$ cat src/rtl/sram_ctrl_pkg.sv
// Shared types and constants for the two-phase 16-bit SRAM controller.
package sram_ctrl_pkg;
  typedef enum logic [1:0] {IDLE, LO, HI, DONE} state_t;
  localparam int CNT_W  = 4;
  localparam int HALF_W = 16;
endpackage

$ cat src/rtl/sram_wait_cnt.sv
// Loadable down-counter timing one half-word phase; phase_last marks its final cycle.
module sram_wait_cnt
  import sram_ctrl_pkg::*;
(
  input  logic             clk,
  input  logic             rst,
  input  logic             load,
  input  logic [CNT_W-1:0] load_val,
  output logic [CNT_W-1:0] cnt,
  output logic             phase_last
);
  always_ff @(posedge clk or posedge rst)
    if (rst)             cnt <= '0;
    else if (load)       cnt <= load_val;
    else if (cnt != '0)  cnt <= cnt - CNT_W'(1);

  assign phase_last = (cnt == '0);
endmodule

$ cat src/rtl/sram_ctrl.sv
// MEM-stage word access served from a 16-bit async SRAM in two half-word phases.
// Optional one-entry last-read buffer enabled by SRAM_LAST_READ_BUF_EN.
module sram_ctrl
  import sram_ctrl_pkg::*;
#(
  parameter int SRAM_ADDR_W = 18,
  parameter int WAIT_CYCLES = 3
) (
  input  logic                   clk,
  input  logic                   rst,
  input  logic                   MEM_R_EN,
  input  logic                   MEM_W_EN,
  input  logic [31:0]            Address,
  input  logic [31:0]            ST_val,
  output logic [31:0]            Mem_read_value,
  output logic                   ready,
  output logic [SRAM_ADDR_W-1:0] sram_addr,
  output logic [HALF_W-1:0]      sram_dq_out,
  input  logic [HALF_W-1:0]      sram_dq_in,
  output logic                   sram_dq_oe,
  output logic                   sram_we_n
);
  state_t           state;
  logic             is_wr;
  logic [31:0]      wdata;
  logic [HALF_W-1:0] rd_lo;
  logic [31:0]      rd_q;
  logic [CNT_W-1:0] cnt;
  logic             phase_last;
  logic             req, buf_hit, start, load;
  logic [31:0]      hit_data;
  logic             unused_addr;

  assign req   = MEM_R_EN | MEM_W_EN;
  assign start = (state == IDLE) && req && !buf_hit;
  assign load  = start || (state == LO && phase_last);
  assign ready = (state == IDLE && !req) || (state == DONE) || buf_hit;
  assign unused_addr = ^{Address[31:SRAM_ADDR_W+1], Address[1:0]};

  sram_wait_cnt u_cnt (
    .clk        (clk),
    .rst        (rst),
    .load       (load),
    .load_val   (CNT_W'(WAIT_CYCLES)),
    .cnt        (cnt),
    .phase_last (phase_last)
  );

  // Strobe stays low until the final cycle of a phase, which holds address/data.
  always_ff @(posedge clk or posedge rst)
    if (rst) begin
      state       <= IDLE;
      is_wr       <= 1'b0;
      wdata       <= '0;
      rd_lo       <= '0;
      rd_q        <= '0;
      sram_addr   <= '0;
      sram_dq_out <= '0;
      sram_dq_oe  <= 1'b0;
      sram_we_n   <= 1'b1;
    end else begin
      case (state)
        IDLE:
          if (start) begin
            state       <= LO;
            is_wr       <= MEM_W_EN;
            wdata       <= ST_val;
            sram_addr   <= {Address[SRAM_ADDR_W:2], 1'b0};
            sram_dq_out <= ST_val[HALF_W-1:0];
            sram_dq_oe  <= MEM_W_EN;
            sram_we_n   <= ~MEM_W_EN;
          end else if (buf_hit) begin
            rd_q <= hit_data;
          end
        LO:
          if (phase_last) begin
            state        <= HI;
            sram_addr[0] <= 1'b1;
            sram_dq_out  <= wdata[31:16];
            sram_we_n    <= ~is_wr;
            rd_lo        <= sram_dq_in;
          end else begin
            sram_we_n <= ~is_wr | (cnt == CNT_W'(1));
          end
        HI:
          if (phase_last) begin
            state      <= DONE;
            sram_dq_oe <= 1'b0;
            sram_we_n  <= 1'b1;
            if (!is_wr) rd_q <= {sram_dq_in, rd_lo};
          end else begin
            sram_we_n <= ~is_wr | (cnt == CNT_W'(1));
          end
        default: state <= IDLE;
      endcase
    end

`ifdef SRAM_LAST_READ_BUF_EN
  logic                   buf_valid;
  logic [SRAM_ADDR_W-2:0] buf_addr;
  logic [31:0]            buf_data;
  logic                   fin;

  assign fin      = (state == HI) && phase_last;
  assign buf_hit  = (state == IDLE) && MEM_R_EN && !MEM_W_EN && buf_valid &&
                    (buf_addr == Address[SRAM_ADDR_W:2]);
  assign hit_data = buf_data;
  assign Mem_read_value = buf_hit ? buf_data : rd_q;

  always_ff @(posedge clk or posedge rst)
    if (rst) begin
      buf_valid <= 1'b0;
      buf_addr  <= '0;
      buf_data  <= '0;
    end else if (fin && !is_wr) begin
      buf_valid <= 1'b1;
      buf_addr  <= sram_addr[SRAM_ADDR_W-1:1];
      buf_data  <= {sram_dq_in, rd_lo};
    end else if (fin && buf_valid && buf_addr == sram_addr[SRAM_ADDR_W-1:1]) begin
      buf_data <= wdata;
    end
`else
  logic unused_wlo;
  assign unused_wlo     = ^wdata[HALF_W-1:0];
  assign buf_hit        = 1'b0;
  assign hit_data       = '0;
  assign Mem_read_value = rd_q;
`endif
endmodule

$ cat config.mk
export PLATFORM = sky130hd
export DESIGN_NAME = sram_ctrl
export DESIGN_NICKNAME = d
export VERILOG_FILES = /design/src/rtl/sram_ctrl_pkg.sv /design/src/rtl/sram_wait_cnt.sv /design/src/rtl/sram_ctrl.sv
export SDC_FILE = /design/constraint.sdc
export NUM_CORES = 1
export LEC_CHECK = 0
export BUFFER_PORTS_ARGS = -buffer_cell sky130_fd_sc_hd__buf_2
export CAP_MARGIN = 20
export CORE_MARGIN = 2
export CORE_UTILIZATION = 50
export DETAILED_ROUTE_END_ITERATION = 10
export PLACE_DENSITY = 0.89
export SYNTH_ARGS = -nofsm -noshare
export SYNTH_HDL_FRONTEND = slang
export SYNTH_HIERARCHICAL = 1
export SYNTH_SLANG_ARGS = --single-unit
$ cat constraint.sdc
create_clock -name clk -period 3.6 [get_ports clk]
set_input_delay 0.36 -clock clk [delete_from_list [all_inputs] [get_ports clk]]
set_output_delay 0.36 -clock clk [all_outputs]
set_load 0.005 [all_outputs]
Word level (Yosys, flattened, before mapping)
Index checks and enable logic that the tools add are counted.

storage, ports and cells
  bits in registers = 123
  input bits = 84
  output and inout port bits = 69
  word-level logic and storage cells = 62

operators by class
  $add $sub $neg = 1
  eq/ne operators = 7
  multiplexer cells = 19
  bitwise gates (word level) = 4
  reductions and logical operators = 20

operators with widths
  cell                                                 count
  two-way mux 16 bit                                   2
  one-hot mux 16 bit (2 select lines)                  1
  AND reduction 3 bit                                  4
  two-way mux 4 bit                                    2
  two-way mux 1 bit                                    7
  two-way mux 2 bit                                    3
  inequality test 2 bit, second input constant         3
  one-hot mux 2 bit (3 select lines)                   1
  AND reduction 2 bit                                  3
  nonzero test 2 bit                                   3
  equality test 2 bit, second input constant           2
  equality test 4 x 1 -> 1 bit, second input constant  1
  logical NOT 4 bit                                    1
  one-hot mux 1 bit (2 select lines)                   2
  nonzero test 4 bit                                   1
  subtractor 4 x 1 -> 4 bit, second input constant     1
  logical AND 1 bit                                    3
  one-hot mux 1 bit (3 select lines)                   1
  nonzero test 3 bit                                   1
  equality test 2 x 1 -> 1 bit, second input constant  1
  logical NOT 2 bit                                    1
  logical OR 1 bit                                     2
  NOT 1 bit                                            2
  OR 1 bit                                             2
  logical NOT 1 bit                                    1

Logic depth before layout (Yosys ltp)
Gate-level depths: netlist of run 1.

  depth after elaboration = 4
  mapped depth = 10
  depth with buffers taken out = 7

Modules after synthesis
Netlist of run 1, hierarchy kept.

modules (own cells, without submodules)
  module         instances  cells an instance  area an instance (µm²)  sequential area each (µm²)
  sram_ctrl      1          270                4,264.1                 2,578.7
  sram_wait_cnt  1          23                 236.5                   100.1

Worst setup path before layout of run 1
No wires, ideal clock.

  path kind = reg-to-reg
  start = reg u_cnt.cnt[0]
  end = reg u_cnt.cnt[3]
  library setup time = 0.126 ns
  arrival = 2.100 ns
  data required time = 3.474 ns
  setup slack = 1.374 ns
  cell stages (with the launch flop) = 11
  path buffers = 3
  period minus slack after synthesis = 2.226 ns
  path through = dfrtp_1 > inv_1 > ha_1 > nor3b_4 > buf_2 > nand2_1 > buf_2 > nand2_1 > clkbuf_1 > nor3_1 > a221o_1

on the way
  word-level cells in the longest chain between the ends = 4
  elaborated cells on any way between the ends = 8
  those cells by class = 1 x add/sub; 2 x mux; 5 x reduce/logical

RTL lines
  element                                                         line                 text
  start, declared                                                 sram_wait_cnt.sv:9   output logic [CNT_W-1:0] cnt,
  start signal, assigned                                          sram_wait_cnt.sv:14  else if (load) cnt <= load_val;
  start signal, assigned                                          sram_wait_cnt.sv:15  else if (cnt != '0) cnt <= cnt - CNT_W'(1);
  logical NOT 4 bit *                                             sram_wait_cnt.sv:17  assign phase_last = (cnt == '0);
  net phase_last                                                  sram_ctrl.sv:29      logic phase_last;
  logical AND 1 bit *                                             sram_ctrl.sv:36      assign load = start || (state == LO && phase_last);
  logical OR 1 bit *                                              sram_ctrl.sv:36
  net load                                                        sram_ctrl.sv:30      logic req, buf_hit, start, load;
  two-way mux 4 bit / nonzero test 2 bit (equally long branches)  --

Mark *: on every way through the listed nets, which the timed path passes. The rest lies on a longest branch. The select of a mux whose other input is x is not followed.
A chain may end at the register's enable or synchronous reset.

Worst setup path after layout of run 1
  start = reg u_cnt.cnt[0]
  end = reg sram_dq_out[0]

on the way
  word-level cells in the longest chain between the ends = 3

RTL lines
  element                          line                 text
  logical NOT 4 bit                sram_wait_cnt.sv:17
  net phase_last                   sram_ctrl.sv:29
  inequality test 2 bit (no line)  --
  AND reduction 3 bit (no line)    --
  end signal, assigned             sram_ctrl.sv:69      sram_dq_out <= ST_val[HALF_W-1:0];
  end signal, assigned             sram_ctrl.sv:79      sram_dq_out <= wdata[31:16];
  end, declared                    sram_ctrl.sv:18      output logic [HALF_W-1:0] sram_dq_out,

The timed path passes the listed nets, and every way through them passes these cells.

==> metrics, run 1 <==
clock latency on the worst-skew pair around 0.36 ns; internal cell power between 0.003 and 0.004 W; Max FO, Critical Path 16; Core ar. 8720 µm²; Ys Warns 6; # IOs 153; startpoint types register; Reg area 2680 µm²; PortBufs roughly 140; status completed; max_slew headroom 0.665; first-pass GRT wire length around 14 mm; Data arrival, critical path 2.55 ns; vias in the first global route about 3000; area grow syn2layout 23.6%; net switching power 0.00154 W; syn avg cell area around 15 µm²; multi-input logic area 1740 µm²; antenna viol nets, final 0; Nets 529; clk buf depth 2; Setup violations, final 0; crit path capture type register; Netlist Area Pre-Place approximately 4500 µm²; Initial Utilization 0.516; CTS resizes 0; setup TNS 0 ns; Die ar. a little under 10000 µm²; drt via density between 5 and 6; crit path from u_cnt/cnt[0]; Final Power between 0.004 and 0.005 W; n_diodes 0; Mapped Cells 293; Clock Sinks between 100 and 150; RR Startpoint u_cnt/cnt[0]; CTS tree done; Switching Share 0.315; HPWL Detailed just over 6 mm; crit path time final 2.30 ns; hold_sp ST_val[22]; Layout fillers between 600 and 700; combinational group share of total power 0.404; count leader, synth dfrtp_1; Initial DRT Pass Iterations 4; # DRC 0; VDD IR max roughly 430 µV; RR Endpoint sram_dq_out[0]; cts bufs inserted 9; sequential share of power 0.437; post-CTS setup repair buffer count 0; EDFF count, synth 0; aggregate global routing overflow 0; worst min-delay path category primary input to register; area leader, netlist dfrtp_1; Design Area, Final 5560 µm²; Clk pin slew, worst setup/hold paths 0.11 ns; clock root buffer clkbuf_8; RSZ-0062 raised after global routing false; largest net degree at the start of global routing 92; share of layout cells above drive strength 1 0.633; RePlAce Congestion about 0.8; Detailed Route Iter0 Violations 45; Worst Tran Pin Value ~0.50 ns; CTS HTree Levels 3; dpl cell area 5310 µm²; CP Data Required Time ~3.8 ns; Clock power frac 0.159; Reg2Reg Setup Slack approximately 1.3 ns; total number of vias approximately 2800; Chip Height 98.9 µm; Fin. Hold Viols 0; Cell variety after synth 35; WHS Endpoint wdata[22]; top cell type's share of synthesized area 0.589; Critical Setup Path Class register to register; Cell Pwr Density just under 900 nW/µm²; Async S/R FF share, synth 1.00; DRT Wirelength 8.71 mm; routed len/inst 15.8 µm; flops & latches, synth roughly 110; cells on worst reg2reg path 7; top cells by count, synth dfrtp_1, mux2_2, mux2_4; chip width 98.9 µm; Rows 34; GR Util All Layers 0.182; f_max roughly 430 MHz; Final period util 0.640; worst-case clock skew 0.0129 ns; initial antenna violation count 0; register area share after synthesis 0.595; Leak Pwr 2.70 nW; ys flop type dfrtp_1; Synth area leaders dfrtp_1, mux2_2, mux2_4; Max-Cap Viols 0; Slew Viols, Final 0; Hold Path Depth 2
placed cells by master (no fill, tap or decap), types with 3 or more instances in the layout:
master,count
buf_2,137
dfrtp_1,106
mux2_2,105
mux2_4,10
clkbuf_8,10
nand2_1,9
ha_1,6
buf_4,6
nor2_1,5
inv_1,5
conb_1,4
nor3_1,3
o21ai_0,3
logic make-up after synthesis:
kind of cell	Yosys count	share of synthesized area
simple gates	29	0.0414
other cells	2	0.00167
xor+xnor	1	0.00195
mux	118	0.303
fa+ha+maj	6	0.0167
flops	107	0.595
buf+inv	18	0.0220
compound gates	12	0.0181
critical path: stages (launching register included):
cell and delay [ns]:
dfrtp_1 0.41, inv_1 0.10, ha_1 0.21, nor3b_4 0.45, nor2b_1 0.17, nor3_4 0.17, buf_4 0.30, mux2_2 0.38
how the worst max path moves through the flow:
stage / slack (ns) / cells after the start / end
4_1_cts: 1.28 / 7 / sram_dq_out[0]
6_report: 1.30 / 7 / sram_dq_out[0]
3_3_place_gp: 1.39 / 7 / sram_dq_out[3]
5_1_grt: 1.09 / 7 / sram_dq_out[0]
3_5_place_dp: 1.31 / 7 / sram_dq_out[0]
2_1_floorplan: 0.54 / 1 / Mem_read_value[0]
state kept, by name, indices dropped and copies added, names as in the netlist:
signal	cells
Mem_read_value	32
sram_addr	18
rd_lo	16
sram_dq_out	16
wdata	16
u_cnt/cnt	4
state	2
is_wr	1
sram_dq_oe	1
sram_we_n	1
metal layers:
metal	up-vias	global-route usage	wire [µm]
met5	-	0	0
met4	0	0.0316	38
met3	4	0.0610	679
met2	111	0.304	4230
met1	1405	0.237	3770
li1	1324	-	-
power groups by stage:
stage          Combinational (W)  Sequential (W)  Clock, W
2_1_floorplan            0.00134         0.00214         0
3_3_place_gp             0.00192         0.00211         0
3_5_place_dp             0.00201         0.00216         0
4_1_cts                  0.00201         0.00214  0.000807
5_1_grt                  0.00217         0.00221  0.000852
6_report                 0.00198         0.00214  0.000782
layout make-up:
class,count,area share
timing repair buffer,145,0.138
inverter,6,0.00450
clock buffer,10,0.0247
tap,108,0.0243
clock inverter,6,0.0142
multi-input combinational,170,0.312
sequential,107,0.482
what timing repair did:
| item | in CTS | in global routing |
|---|---|---|
| endpoints found under the setup margin | 0 | 0 |
| hold buffers | 1 | 0 |
| endpoints found under the hold margin | 4 | 0 |
through the flow:
stage                     hold WS, ns  cells   util  setup WS, ns
after floorplan                 0.126    295      -         0.538
after global placement          0.280    534  0.609          1.39
after detailed placement        0.285    534  0.609          1.31
after CTS                       0.200    551  0.635          1.28
after global routing            0.201    552  0.638          1.09
final                           0.223    552  0.638          1.30
Note: power is estimated with default switching activity, not from simulation.
==> inputs of run 2 (changes only) <==
==> constraint.sdc (replaced) <==
create_clock -name clk -period 2.4 [get_ports clk]
set_input_delay 0.24 -clock clk [delete_from_list [all_inputs] [get_ports clk]]
set_output_delay 0.24 -clock clk [all_outputs]
set_load 0.005 [all_outputs]
==> metrics, run 2 (synthesized netlist as in run 1, its figures left out) <==
share of layout cells above drive strength 1 0.634 (was 0.633); Nets 530 (was 529); net switching power 0.00229 W (was 0.00154 W); WHS Endpoint sram_addr[10] (was wdata[22]); Layout fillers 646 (was 645); RR Startpoint u_cnt/cnt[0] (unchanged); total number of vias 2859 (was 2844); startpoint types register (unchanged); Fin. Hold Viols 0 (unchanged); Critical Setup Path Class register to output port (was register to register); CTS HTree Levels 3 (unchanged); status completed (unchanged); first-pass GRT wire length 13.9 mm (was 14.3 mm); most frequent cells in the layout buf_2, dfrtp_1, mux2_2 (unchanged); area grow syn2layout 23.2% (was 23.6%); Switching Share 0.315 (about the same); Initial DRT Pass Iterations 4 (unchanged); crit path capture type output port (was register); Clk pin slew, worst setup/hold paths 0.11 ns (about the same); DRT Wirelength 8.61 mm (was 8.71 mm); Max FO, Critical Path 7 (was 16); Slew Viols, Final 0 (unchanged); Max-Cap Viols 0 (unchanged); Leak Pwr 2.69 nW (was 2.70 nW); PortBufs 137 (unchanged); RR Endpoint Mem_read_value[10] (was sram_dq_out[0]); chip width 98.9 µm (unchanged); clock root buffer clkbuf_8 (unchanged); # IOs 153 (unchanged); RePlAce Congestion 0.751 (was 0.791); max_slew headroom 0.522 (was 0.665); Data arrival, critical path 1.84 ns (was 2.55 ns); initial antenna violation count 0 (unchanged); setup TNS 0 ns (unchanged); CTS resizes 0 (unchanged); Core ar. 8720 µm² (unchanged); antenna viol nets, final 0 (unchanged); clk buf depth 2 (unchanged); worst min-delay path category primary input to register (unchanged); Initial Utilization 0.516 (unchanged); cells on worst reg2reg path 7 (unchanged); Cell Pwr Density 1310 nW/µm² (was 881 nW/µm²); clock latency on the worst-skew pair 0.35 ns (was 0.36 ns); n_diodes 0 (unchanged); Chip Height 98.9 µm (unchanged); RSZ-0062 raised after global routing false (unchanged); Hold Path Depth 2 (unchanged); Detailed Route Iter0 Violations 47 (was 45); vias in the first global route 3016 (was 2983); aggregate global routing overflow 0 (unchanged); Setup violations, final 0 (unchanged); crit path time final 2.08 ns; internal cell power 0.00498 W (was 0.00336 W); GR Util All Layers 0.178 (was 0.182); VDD IR max 587 µV (was 433 µV); final core occ 0.636 (was 0.638); CTS tree done (unchanged); Worst Tran Pin Value 0.717 ns (was 0.502 ns); Rows 34 (unchanged); cts bufs inserted 9 (unchanged); drt via density 5.17 (was 5.15); Clock power frac 0.140 (was 0.159); f_max 480 MHz; dpl cell area 5350 µm² (was 5310 µm²); worst-case clock skew 0.0107 ns (was 0.0129 ns); HPWL Detailed 6.37 mm (was 6.24 mm); Final Power 0.00727 W (was 0.00490 W); hold_sp Address[11] (was ST_val[22]); Place WS 0.389 ns (was 1.31 ns); Reg2Reg Setup Slack 0.39 ns (was 1.30 ns); routed len/inst 15.6 µm (was 15.8 µm); Clock Sinks 107 (unchanged); Final period util 0.868; Setup WS post-layout 0.317 ns (was 1.30 ns); Die ar. 9780 µm² (unchanged); Design Area, Final 5540 µm² (was 5560 µm²); commonest non-fill, non-tap cell in the layout buf_2 (unchanged); number of flip-flops under the largest register name 32 (unchanged); CP Data Required Time 2.16 ns (was 3.84 ns); largest net degree at the start of global routing 60 (was 92); combinational group share of total power 0.420 (was 0.404); sequential share of power 0.440 (was 0.437); # DRC 0 (unchanged)
==> run 2: cell count changes in the layout (fill, tap and decap cells not counted) <==
cell,before,now
bufinv_16,1,0
clkinvlp_4,0,1
inv_4,1,0
clkinv_4,1,2
buf_16,1,0
buf_12,0,2
clkinv_2,0,2
inv_6,2,1
inv_8,2,1
==> run 2: metrics by stage <==
| step | cells | hold WS, ns |
|---|---|---|
| after floorplan | 295 | 0.00608 |
| after global placement | 536 | 0.160 |
| after detailed placement | 536 | 0.166 |
| after CTS | 553 | 0.0936 |
| after global routing | 553 | 0.0940 |
| final | 553 | 0.110 |
==> run 2: how the worst max path moves through the flow <==
stage	startpoint	endpoint	slack, ns
2_1_floorplan	u_cnt/cnt[0]	u_cnt/cnt[3]	0.17
3_3_place_gp	u_cnt/cnt[0]	Mem_read_value[28]	0.45
3_5_place_dp	u_cnt/cnt[0]	Mem_read_value[10]	0.39
4_1_cts	state[0]	ready	0.29
5_1_grt	state[0]	ready	0.16
6_report	state[0]	ready	0.32
==> run 2: power by group through the flow <==
stage	Sequential (W)	Clock (W)	Combinational, W
finish	0.00320	0.00102	0.00305
global route	0.00330	0.00113	0.00333
CTS	0.00320	0.00106	0.00311
detailed placement	0.00324	0	0.00310
global placement	0.00317	0	0.00296
floorplan	0.00321	0	0.00202
==> run 2: what timing repair did <==
action                                 CTS  global route
endpoints found under the hold margin    4             0
buffers inserted                         0             0
hold buffers                             1             0
==> run 2: layer usage <==
layer,track usage,share of wire,vias to the layer above
met3,0.0560,0.078,9
met4,0.0527,0.0093,0
met2,0.310,0.49,102
met1,0.213,0.42,1426
li1,-,-,1322
met5,0,0,-
==> run 2: worst max-delay path, stage by stage, from the launching register on <==
cell and delay [ns]:
dfrtp_1 0.45, inv_1 0.10, ha_1 0.31, or3b_1 0.42
nand2b_1 0.09, buf_2 0.12
==> run 2: layout make-up <==
type | instances | area (µm²) | area share
repair buffers | 146 | 781 | 0.141
flip-flops and latches | 107 | 2680 | 0.483
well taps | 108 | 135 | 0.0244
clock buffers | 10 | 138 | 0.0248
inverters | 6 | 26.3 | 0.00474
multi-input cells | 170 | 1740 | 0.313
clock inverters | 6 | 47.5 | 0.00858
==> inputs of run 3 (changes only) <==
--- a/config.mk
+++ b/config.mk
@@ -10,6 +10,7 @@
 export CORE_MARGIN = 2
 export CORE_UTILIZATION = 50
 export DETAILED_ROUTE_END_ITERATION = 10
+export MAX_ROUTING_LAYER = met4
 export PLACE_DENSITY = 0.89
 export SYNTH_ARGS = -nofsm -noshare
 export SYNTH_HDL_FRONTEND = slang
==> metrics, run 3 (synthesized netlist as in run 1, its figures left out) <==
max_slew headroom 0.525 (was 0.522); RR Endpoint Mem_read_value[10] (unchanged); # DRC 0 (unchanged); CTS tree done (unchanged); hold_ws 0.108 ns (was 0.110 ns); clock root buffer clkbuf_8 (unchanged); worst-case clock skew 0.0128 ns (was 0.0107 ns); GR Util All Layers 0.184 (was 0.178); Leak Pwr 2.69 nW (unchanged); area grow syn2layout 23.2% (unchanged); PortBufs 137 (unchanged); DRT Wirelength 8.60 mm (was 8.61 mm); aggregate global routing overflow 0 (unchanged); n_diodes 0 (unchanged); HPWL Detailed 6.37 mm (unchanged); Nets 530 (unchanged); CTS HTree Levels 3 (unchanged); setup TNS 0 ns (unchanged); share of layout cells above drive strength 1 0.634 (unchanged); Die ar. 9780 µm² (unchanged); VDD IR max 587 µV (about the same); cells on worst reg2reg path 7 (unchanged); routed len/inst 15.6 µm (about the same); number of flip-flops under the largest register name 32 (unchanged); Design Area, Final 5540 µm² (unchanged); clock latency on the worst-skew pair 0.35 ns (about the same); Initial Utilization 0.516 (unchanged); chip width 98.9 µm (unchanged); Setup WS post-layout 0.313 ns (was 0.317 ns); worst min-delay path category primary input to register (unchanged); net switching power 0.00229 W (about the same); cts bufs inserted 9 (unchanged); CTS resizes 0 (unchanged); # IOs 153 (unchanged); Reg2Reg Setup Slack 0.39 ns (about the same); Setup violations, final 0 (unchanged); combinational group share of total power 0.420 (about the same); Detailed Route Iter0 Violations 53 (was 47); commonest non-fill, non-tap cell in the layout buf_2 (unchanged); Initial DRT Pass Iterations 4 (unchanged); Core ar. 8720 µm² (unchanged); first-pass GRT wire length 14.0 mm (was 13.9 mm); Fin. Hold Viols 0 (unchanged); antenna viol nets, final 0 (unchanged); Clock power frac 0.140 (about the same); vias in the first global route 3010 (was 3016); RePlAce Congestion 0.760 (was 0.751); largest net degree at the start of global routing 60 (unchanged); f_max 479 MHz (was 480 MHz); crit path from state[0] (unchanged); initial antenna violation count 0 (unchanged); most frequent cells in the layout buf_2, dfrtp_1, mux2_2 (unchanged); Max FO, Critical Path 7 (unchanged); startpoint types register (unchanged); Chip Height 98.9 µm (unchanged); drt via density 5.18 (was 5.17); Layout fillers 646 (unchanged); Hold Path Depth 2 (unchanged); RSZ-0062 raised after global routing false (unchanged); Cell Pwr Density 1310 nW/µm² (about the same); status completed (unchanged); hold_sp Address[11] (unchanged); CP Data Required Time 2.16 ns (about the same); dpl cell area 5350 µm² (unchanged); Rows 34 (unchanged); Slew Viols, Final 0 (unchanged); Max-Cap Viols 0 (unchanged); Place WS 0.389 ns (unchanged); crit path time final 2.09 ns (was 2.08 ns); sequential share of power 0.440 (about the same); CP endpoint ready (unchanged); Worst Tran Pin Value 0.712 ns (was 0.717 ns); clk buf depth 2 (unchanged); Clock Sinks 107 (unchanged); final core occ 0.636 (unchanged); Clk pin slew, worst setup/hold paths 0.11 ns (about the same); crit path capture type output port (unchanged); post-CTS setup repair buffer count 0 (unchanged); Switching Share 0.315 (about the same); internal cell power 0.00498 W (about the same); Data arrival, critical path 1.85 ns (was 1.84 ns); RR Startpoint u_cnt/cnt[0] (unchanged); Critical Setup Path Class register to output port (unchanged); Final period util 0.870 (was 0.868); hold_buf cts 1 (unchanged); total number of vias 2864 (was 2859)
==> run 3: cell counts in the layout (fill, tap and decap cells not counted) <==
Identical to the previous run, type by type.
==> run 3: final cells by class <==
| cell class | instances | area (µm²) | area share |
|---|---|---|---|
| clock buffer | 10 | 138 | 0.0248 |
| clock inverter | 6 | 47.5 | 0.00858 |
| inverter | 6 | 26.3 | 0.00474 |
| multi-input combinational | 170 | 1740 | 0.313 |
| sequential | 107 | 2680 | 0.483 |
| tap | 108 | 135 | 0.0244 |
| timing repair buffer | 146 | 781 | 0.141 |
==> run 3: worst min path at each step <==
| stage | to | slack [ns] |
|---|---|---|
| after global routing | sram_addr[12] | 0.09 |
| final | sram_addr[10] | 0.11 |
| after CTS | sram_addr[1] | 0.09 |
| after floorplan | u_cnt/cnt[0] | 0.006 |
| after global placement | u_cnt/cnt[1] | 0.16 |
| after detailed placement | u_cnt/cnt[0] | 0.17 |
==> run 3: critical path: stages, from the launching register on <==
cell and delay, ns:
dfrtp_1 0.45, inv_1 0.10, ha_1 0.31, or3b_1 0.42, nand2b_1 0.09, buf_2 0.12
==> run 3: per-stage QoR <==
step / power [W] / std cells
detailed placement: 0.00634 / 536
CTS: 0.00737 / 553
finish: 0.00727 / 553
global route: 0.00775 / 553
global placement: 0.00613 / 536
floorplan: 0.00522 / 295
==> run 3: layer usage <==
| layer | routed length [µm] | vias up | global-route usage |
|---|---|---|---|
| met5 | 0 | - | - |
| met4 | 95 | 0 | 0.0527 |
| met3 | 605 | 10 | 0.0454 |
| met2 | 4270 | 103 | 0.310 |
| met1 | 3620 | 1425 | 0.221 |
| li1 | - | 1326 | - |
==> run 3: power groups by stage <==
stage / registers [W] / logic, W / clock network [W]
after floorplan: 0.00321 / 0.00202 / 0
after global placement: 0.00317 / 0.00296 / 0
after detailed placement: 0.00324 / 0.00310 / 0
after CTS: 0.00320 / 0.00311 / 0.00106
after global routing: 0.00330 / 0.00333 / 0.00113
final: 0.00320 / 0.00305 / 0.00102
